[src/rtl/wb_writeback_if.sv]
// Bundle of MEM-side inputs, data-bus return and register-file write port for
// the write-back stage.
interface wb_writeback_if;
  logic        mem_valid_i;
  logic        mem_wreg_i;
  logic [4:0]  mem_waddr_i;
  logic [31:0] mem_wdata_i;
  logic        mem_rmem_i;
  logic [2:0]  mem_load_type_i;
  logic [1:0]  mem_addr_lo_i;
  logic        flush_i;
  logic        dbus_rvalid_i;
  logic [31:0] dbus_rdata_i;
  logic        wb_stall_o;
  logic        wb_we_o;
  logic [4:0]  wb_waddr_o;
  logic [31:0] wb_wdata_o;
  logic        dbg_state_o;

  modport slave (
    input  mem_valid_i, mem_wreg_i, mem_waddr_i, mem_wdata_i, mem_rmem_i,
           mem_load_type_i, mem_addr_lo_i, flush_i, dbus_rvalid_i, dbus_rdata_i,
    output wb_stall_o, wb_we_o, wb_waddr_o, wb_wdata_o, dbg_state_o
  );

  modport master (
    output mem_valid_i, mem_wreg_i, mem_waddr_i, mem_wdata_i, mem_rmem_i,
           mem_load_type_i, mem_addr_lo_i, flush_i, dbus_rvalid_i, dbus_rdata_i,
    input  wb_stall_o, wb_we_o, wb_waddr_o, wb_wdata_o, dbg_state_o
  );
endinterface

[src/rtl/wb_writeback.sv]
// MIPS write-back stage: registers retiring results, waits for load data and
// extends it, and stalls upstream stages while a load is outstanding.
module wb_writeback (
  input  logic          clk_i,
  input  logic          rst_i,
  wb_writeback_if.slave bus
);
  // Handshake: MEM offers an instruction with mem_valid_i; it is taken on a rising
  // edge when the stage is IDLE and flush_i is low. In WAIT, wb_stall_o holds MEM
  // steady and the single-cycle dbus_rvalid_i pulse completes the pending load.
  typedef enum logic {IDLE = 1'b0, WAIT = 1'b1} state_t;

  state_t      state;
  logic        we_q;
  logic [4:0]  waddr_q;
  logic [31:0] wdata_q;
  logic        pend_we;
  logic [4:0]  pend_addr;
  logic [2:0]  pend_type;
  logic [1:0]  pend_lo;
  logic        accept;
  logic [31:0] load_data;

  function automatic logic [31:0] extract(input logic [2:0]  ltype,
                                          input logic [1:0]  lo,
                                          input logic [31:0] d);
    logic [7:0]  b;
    logic [15:0] h;
    logic [31:0] r;
    case (lo)
      2'd0:    b = d[7:0];
      2'd1:    b = d[15:8];
      2'd2:    b = d[23:16];
      default: b = d[31:24];
    endcase
    // Halfword alignment is guaranteed upstream, so only lo[1] selects the half.
    h = lo[1] ? d[31:16] : d[15:0];
    case (ltype)
      3'd1:    r = {{24{b[7]}}, b};
      3'd2:    r = {24'd0, b};
      3'd3:    r = {{16{h[15]}}, h};
      3'd4:    r = {16'd0, h};
      default: r = d;
    endcase
    return r;
  endfunction

  assign accept    = (state == IDLE) && bus.mem_valid_i && !bus.flush_i;
  assign load_data = extract(pend_type, pend_lo, bus.dbus_rdata_i);

  always_ff @(posedge clk_i or negedge rst_i) begin
    if (!rst_i) begin
      state     <= IDLE;
      we_q      <= 1'b0;
      waddr_q   <= 5'd0;
      wdata_q   <= 32'd0;
      pend_we   <= 1'b0;
      pend_addr <= 5'd0;
      pend_type <= 3'd0;
      pend_lo   <= 2'd0;
    end else begin
      case (state)
        IDLE: begin
          we_q <= 1'b0;
          if (accept) begin
            if (bus.mem_rmem_i) begin
              // Non-writing loads still wait so their data pulse is consumed.
              pend_we   <= bus.mem_wreg_i && (bus.mem_waddr_i != 5'd0);
              pend_addr <= bus.mem_waddr_i;
              pend_type <= bus.mem_load_type_i;
              pend_lo   <= bus.mem_addr_lo_i;
              state     <= WAIT;
            end else begin
              we_q    <= bus.mem_wreg_i && (bus.mem_waddr_i != 5'd0);
              waddr_q <= bus.mem_waddr_i;
              wdata_q <= bus.mem_wdata_i;
            end
          end
        end
        WAIT: begin
          we_q <= 1'b0;
          if (bus.dbus_rvalid_i) begin
            we_q    <= pend_we;
            waddr_q <= pend_addr;
            wdata_q <= load_data;
            state   <= IDLE;
          end
        end
        default: state <= IDLE;
      endcase
    end
  end

  assign bus.wb_stall_o  = (state == WAIT);
  assign bus.wb_we_o     = we_q;
  assign bus.wb_waddr_o  = waddr_q;
  assign bus.wb_wdata_o  = wdata_q;
  assign bus.dbg_state_o = state;
endmodule

[src/flat_wrapper.sv]
// flat-port wrapper written by rule: the top's interface ports become plain ports
module wb_writeback_flat 
  (clk_i, rst_i, bus_mem_valid_i, bus_mem_wreg_i, bus_mem_waddr_i, bus_mem_wdata_i, bus_mem_rmem_i, bus_mem_load_type_i, bus_mem_addr_lo_i, bus_flush_i, bus_dbus_rvalid_i, bus_dbus_rdata_i, bus_wb_stall_o, bus_wb_we_o, bus_wb_waddr_o, bus_wb_wdata_o, bus_dbg_state_o);
  wb_writeback_if bus_i ();
  input  logic clk_i;
  input  logic rst_i;
  input wire logic [$bits(bus_i.mem_valid_i)-1:0] bus_mem_valid_i;
  input wire logic [$bits(bus_i.mem_wreg_i)-1:0] bus_mem_wreg_i;
  input wire logic [$bits(bus_i.mem_waddr_i)-1:0] bus_mem_waddr_i;
  input wire logic [$bits(bus_i.mem_wdata_i)-1:0] bus_mem_wdata_i;
  input wire logic [$bits(bus_i.mem_rmem_i)-1:0] bus_mem_rmem_i;
  input wire logic [$bits(bus_i.mem_load_type_i)-1:0] bus_mem_load_type_i;
  input wire logic [$bits(bus_i.mem_addr_lo_i)-1:0] bus_mem_addr_lo_i;
  input wire logic [$bits(bus_i.flush_i)-1:0] bus_flush_i;
  input wire logic [$bits(bus_i.dbus_rvalid_i)-1:0] bus_dbus_rvalid_i;
  input wire logic [$bits(bus_i.dbus_rdata_i)-1:0] bus_dbus_rdata_i;
  output wire logic [$bits(bus_i.wb_stall_o)-1:0] bus_wb_stall_o;
  output wire logic [$bits(bus_i.wb_we_o)-1:0] bus_wb_we_o;
  output wire logic [$bits(bus_i.wb_waddr_o)-1:0] bus_wb_waddr_o;
  output wire logic [$bits(bus_i.wb_wdata_o)-1:0] bus_wb_wdata_o;
  output wire logic [$bits(bus_i.dbg_state_o)-1:0] bus_dbg_state_o;
  assign bus_i.mem_valid_i = bus_mem_valid_i;
  assign bus_i.mem_wreg_i = bus_mem_wreg_i;
  assign bus_i.mem_waddr_i = bus_mem_waddr_i;
  assign bus_i.mem_wdata_i = bus_mem_wdata_i;
  assign bus_i.mem_rmem_i = bus_mem_rmem_i;
  assign bus_i.mem_load_type_i = bus_mem_load_type_i;
  assign bus_i.mem_addr_lo_i = bus_mem_addr_lo_i;
  assign bus_i.flush_i = bus_flush_i;
  assign bus_i.dbus_rvalid_i = bus_dbus_rvalid_i;
  assign bus_i.dbus_rdata_i = bus_dbus_rdata_i;
  assign bus_wb_stall_o = bus_i.wb_stall_o;
  assign bus_wb_we_o = bus_i.wb_we_o;
  assign bus_wb_waddr_o = bus_i.wb_waddr_o;
  assign bus_wb_wdata_o = bus_i.wb_wdata_o;
  assign bus_dbg_state_o = bus_i.dbg_state_o;
  wb_writeback u_core (.clk_i(clk_i), .rst_i(rst_i), .bus(bus_i));
endmodule
[config.mk]
export PLATFORM = sky130hd
export DESIGN_NAME = wb_writeback_flat
export DESIGN_NICKNAME = d
export VERILOG_FILES = /design/src/rtl/wb_writeback_if.sv /design/src/rtl/wb_writeback.sv /design/src/flat_wrapper.sv
export SDC_FILE = /design/constraint.sdc
export NUM_CORES = 1
export LEC_CHECK = 0
export ABC_AREA = 1
export CORE_ASPECT_RATIO = 1.5
export CORE_MARGIN = 10
export CORE_UTILIZATION = 45
export DETAILED_ROUTE_END_ITERATION = 8
export GPL_ROUTABILITY_DRIVEN = 0
export PLACE_DENSITY = 0.84
export SLEW_MARGIN = 0
export SYNTH_ARGS = -nofsm -noshare
export SYNTH_HDL_FRONTEND = slang
export SYNTH_SLANG_ARGS = --single-unit
[constraint.sdc]
create_clock -name clk_i -period 1.8 [get_ports clk_i]
set_input_delay 0.18 -clock clk_i [delete_from_list [all_inputs] [get_ports clk_i]]
set_output_delay 0.18 -clock clk_i [all_outputs]
set_load 0.03 [all_outputs]
# Word-level counts from Yosys, hierarchy flattened
# Cells that the tools add are included.
op_classes:
  n_mux: 19
  bitwise: 1
  n_eq_ne: 9
  n_reduce_logical: 8
op_table:
  columns: ["cell", "count"]
  rows:
  - ["32-bit case mux with 4 select lines", 1]
  - ["32-bit 2-to-1 mux", 3]
  - ["32-bit case mux with 2 select lines", 1]
  - ["8-bit case mux with 3 select lines", 1]
  - ["16-bit 2-to-1 mux", 1]
  - ["5-bit 2-to-1 mux", 3]
  - ["5-bit case mux with 2 select lines", 1]
  - ["3-bit by 2-bit == test with 1-bit output (second input constant)", 2]
  - ["1-bit 2-to-1 mux", 6]
  - ["3-bit AND reduction", 2]
  - ["5-bit nonzero test", 1]
  - ["2-bit != test (second input constant)", 2]
  - ["1-bit case mux with 2 select lines", 2]
  - ["3-bit by 1-bit == test with 1-bit output (second input constant)", 1]
  - ["3-bit == test (second input constant)", 1]
  - ["1-bit logical AND", 3]
  - ["2-bit by 1-bit == test with 1-bit output (second input constant)", 1]
  - ["2-bit == test (second input constant)", 1]
  - ["2-bit logical NOT", 1]
  - ["2-bit by 1-bit != test with 1-bit output (second input constant)", 1]
  - ["1-bit logical NOT", 1]
  - ["1-bit NOT", 1]
totals:
  regBits: 50
  in_bits: 81
  out_inout_bits: 40
  word_cells: 45

# Depth between registers and ports, before layout
logic_depth:
  word_depth: 5
  ltp_mapped: 11
  ltp_nobuf: 9

# Worst setup path after synthesis
# Ideal clock, no wire load.
synth_timing:
  path_kind: "flip-flop to flip-flop"
  from: "register u_core.state, in the netlist u_core.bus.dbg_state_o"
  to: "register u_core.wdata_q[10], in the netlist u_core.bus.wb_wdata_o[10]"
  slack_ns: 0.228
  n_path_buf: 2
  required_time_ns: 1.678
  path_stages_with_launch: 11
  setup_ns: 0.122
  arrival_ns: 1.450
  synth_period_minus_slack_ns: 1.572
  path_cell_list: "dfrtp_1 > buf_2 > inv_4 > nand2_1 > nor2_2 > nand2_1 > nand2_2 > inv_2 > buf_2 > a21oi_1 > a21oi_1"
synth_via:
  elab_chain_len: 5
  word_cells_on_any_way: 8
  classes_between: "eq/ne (3); mux (1); bitwise (1); reduce/logical (3)"
synth_lines:
  columns: ["item", "line_no", "source"]
  rows:
  - ["start: declaration", "wb_writeback.sv:13", "state_t state;"]
  - ["start signal: assignment", "wb_writeback.sv:53", "state <= IDLE;"]
  - ["start signal: assignment", "wb_writeback.sv:72", "state <= WAIT;"]
  - ["start signal: assignment", "wb_writeback.sv:86", "state <= IDLE;"]
  - ["1-bit NOT (no line)", null, null]
  - ["1-bit logical AND (2 in a row)", "wb_writeback.sv:48", "assign accept = (state == IDLE) && bus.mem_valid_i && !bus.flush_i;"]
  - ["2-bit by 1-bit != test with 1-bit output (no line)", null, null]
  - ["3-bit AND reduction (no line)", null, null]
  - ["end signal: assignment", "wb_writeback.sv:76", "wdata_q <= bus.mem_wdata_i;"]
  - ["end signal: assignment", "wb_writeback.sv:85", "wdata_q <= load_data;"]
  - ["end: declaration", "wb_writeback.sv:16", "logic [31:0] wdata_q;"]
# Several ways; a longest one is shown, not always the timed one.
# A chain may end at the register's enable or synchronous reset.

# Final worst setup path
layout_timing:
  from: "register u_core.state, in the netlist u_core.bus.dbg_state_o"
  to: "output bus_dbg_state_o"
layout_rtl:
  columns: ["item", "line_no", "source"]
  rows:
  - ["end: declaration", "flat_wrapper.sv:21", "output wire logic [$bits(bus_i.dbg_state_o)-1:0] bus_dbg_state_o;"]
# No word-level cell between the ends.

==> out/metrics.csv <==
metric;value;unit
Setup CP Type;flop to output port;
PwrDens;1060;nW/um^2
number of flops mapped to enable cells by yosys;0;
maximum clock frequency;0.590;GHz
synth cell count leaders;196 x nand2_1, 79 x nor2_1, 50 x dfrtp_1, 36 x o21ai_0, 32 x inv_1;
Setup violations, final;0;
Via Count;3712;
Synth cell types;30;
Syn-to-layout area delta;43.1;%
Static Leak;2.30;nW
Initial Util;0.459;
vias in the first global route;3708;
Clk Latency, worst-skew pair;0.32;ns
hold crit path type;input pin to async pin;
Final Max Tran Viols;0;
first-pass GRT wire length;18.5;mm
layout cells sized above 1;0.0935;
wirelength, routed;11.3;mm
Detail Placement HPWL;8.52;mm
gr usage total;0.198;
combinational share of power;0.488;
hold slack;0.348;ns
minimum clock period after layout;1.69;ns
max-cap violation count;0;
Clock Root Buffer;clkbuf_8;
DRT Pass-1 Iters;5;
Die W;90.1;um
I/O pin count;121;
post-synthesis instance total;517;
dpl cell area;4590;um^2
WL/cell;15.5;um
initial antenna violation count;0;
Sw Pwr;2.06;mW
leading cell type by number of instances after synthesis;nand2_1;
RSZ-0062 raised after global routing;no;
post-synth top area share;0.377;
flops & latches, synth;50;
peak supply drop;0.584;mV
total grt overflow;0;
Syn Std Cell Area;3320;um^2
TNS Setup;0;ns
NumNets Final;711;
slowest stage delay, CP;0.51;ns
row count;38;
post-layout total power;5.02;mW
syn_nets;598;
part of the power in registers;0.315;
sequential area share after synthesis;0.377;
Crit Path Max Fanout;62;
CTS H-tree depth;2;
CP dominant cell by count;buf_4;
number of buffers created by CTS;5;
Mean Syn Cell Area;6.42;um^2
largest net degree at the start of global routing;63;
Final Cell Area;4750;um^2
DR iter-0 viols;298;
Slew @ Worst Pin;0.683;ns
Antenna Violating Nets Remaining;0;
port bufs;120;
ranking of synthesized cells by area;dfrtp_1 38%, nand2_1 22%, nor2_1 8.9%;
synth warn;0;
CTS tree;done;
TritonCTS sink count;50;
crit share post-route;0.941;
Final Hold Violating Endpoints;0;
Top FF cell, synth;dfrtp_1;
vias per inst;5.08;
clk_skew;0.00530;ns
# diodes;0;
CP max-delay cell;buf_4;
Worst-path clk slew;0.09;ns
endpoint class of the critical path;output port;
DRC;0;
Max-slew headroom;0.544;
sw frac;0.411;
CP Cell Sequence;buf_4 -> buf_4;
die footprint;11300;um^2
CP startpoint kind;flop;
Synth async-reset ratio;1.00;
core area;7230;um^2
status;complete, no violations;
Internal;2.96;mW
Clock power frac;0.197;
Synth area leader;dfrtp_1;
Vert. Die Dim;125;um
Longest Clk Path Bufs;2;
worst endpoint required time;1.62;ns
Worst EP arrival;1.51;ns
-- state kept, by name, summed over array words and instances, names as in the netlist --
| register | cells |
|---|---|
| u_core.bus.dbg_state_o | 1 |
| u_core.bus.wb_waddr_o | 5 |
| u_core.bus.wb_wdata_o | 32 |
| u_core.bus.wb_we_o | 1 |
| u_core.pend_addr | 5 |
| u_core.pend_lo | 2 |
| u_core.pend_type | 3 |
| u_core.pend_we | 1 |
-- timing repair --
item,4_1_cts,5_1_grt
endpoints found under the setup margin,0,5
resized for setup,0,2
hold buffers,1,0
setup buffers,0,0
hold endpoints to repair,18,0
-- worst paths after layout --
kind	from	end	slack (ns)	cells past startpoint
hold reg to reg	u_core.bus.wb_wdata_o[27]	u_core.bus.wb_wdata_o[27]	0.49	2
min in group clk_i	bus_mem_addr_lo_i[0]	u_core.pend_lo[0]	0.44	3
hold / removal	rst_i	u_core.bus.wb_wdata_o[24]	0.35	2
setup reg to reg	u_core.bus.dbg_state_o	u_core.bus.wb_wdata_o[7]	0.23	9
max in group asynchronous	rst_i	u_core.bus.dbg_state_o	0.90	3
setup / recovery	u_core.bus.dbg_state_o	bus_dbg_state_o	0.11	2
-- cells in the final DEF (no fill, tap or decap), types with 2 or more instances in the layout --
master           netlist  routed
inv_2                  3       3
buf_4                  2      14
nand2_2                4       5
clkdlybuf4s50_1        0     117
o21ai_2                9       9
dfrtp_1               50      48
o21ai_1                6       6
nand4_1                7       7
o21ai_0               36      36
a31oi_1                5       5
nand3_1               21      21
a21oi_1               20      20
inv_1                 32      32
nor2_2                11      11
bufinv_16              0       2
nand2_1              196     195
dfrtp_2                0       2
nor2_1                79      79
clkbuf_8               0       6
-- worst max-delay path: cells and delay by family, from the launching register on --
| kind | cells | cell delay, ns |
|---|---|---|
| flops | 1 | 0.41 |
| buf+inv | 2 | 0.78 |
-- logic make-up after synthesis --
| logic type | Yosys count | share of synthesized area |
|---|---|---|
| and+or+nand+nor | 322 | 0.398 |
| AOI/OAI and AO/OA | 79 | 0.133 |
| buffers and inverters | 65 | 0.0886 |
| DFF | 50 | 0.377 |
| muxes | 1 | 0.00339 |
-- metal layers --
metal	global-route usage	vias up	wire length (um)
li1	-	1840	-
met1	0.217	1665	4360
met2	0.343	171	5590
met3	0.0545	36	843
met4	0.0987	0	520
met5	0	-	0
-- through the flow --
stage,util,instances,setup WS [ns]
3_3_place_gp,0.636,722,0.125
4_1_cts,0.657,731,0.0849
3_5_place_dp,0.636,722,0.0353
6_report,0.657,731,0.106
5_1_grt,0.657,731,0.0197
2_1_floorplan,-,517,0.228
-- final cells by class --
type	instances	area [um^2]
fillers	673	2480
multi-input cells	402	1780
repair buffers	134	1310
flip-flops and latches	50	1250
inverters	37	141
well taps	100	125
clock buffers	6	82.6
clock inverters	2	60.1
-- power groups by stage --
stage	clock (mW)	sequential [mW]	combinational, mW
floorplan	0	2.03	1.04
detailed placement	0	1.60	2.44
finish	0.987	1.58	2.45
global placement	0	1.58	2.40
CTS	1.01	1.58	2.46
global route	1.06	1.62	2.68
Power figures use the tool's default switching activity.
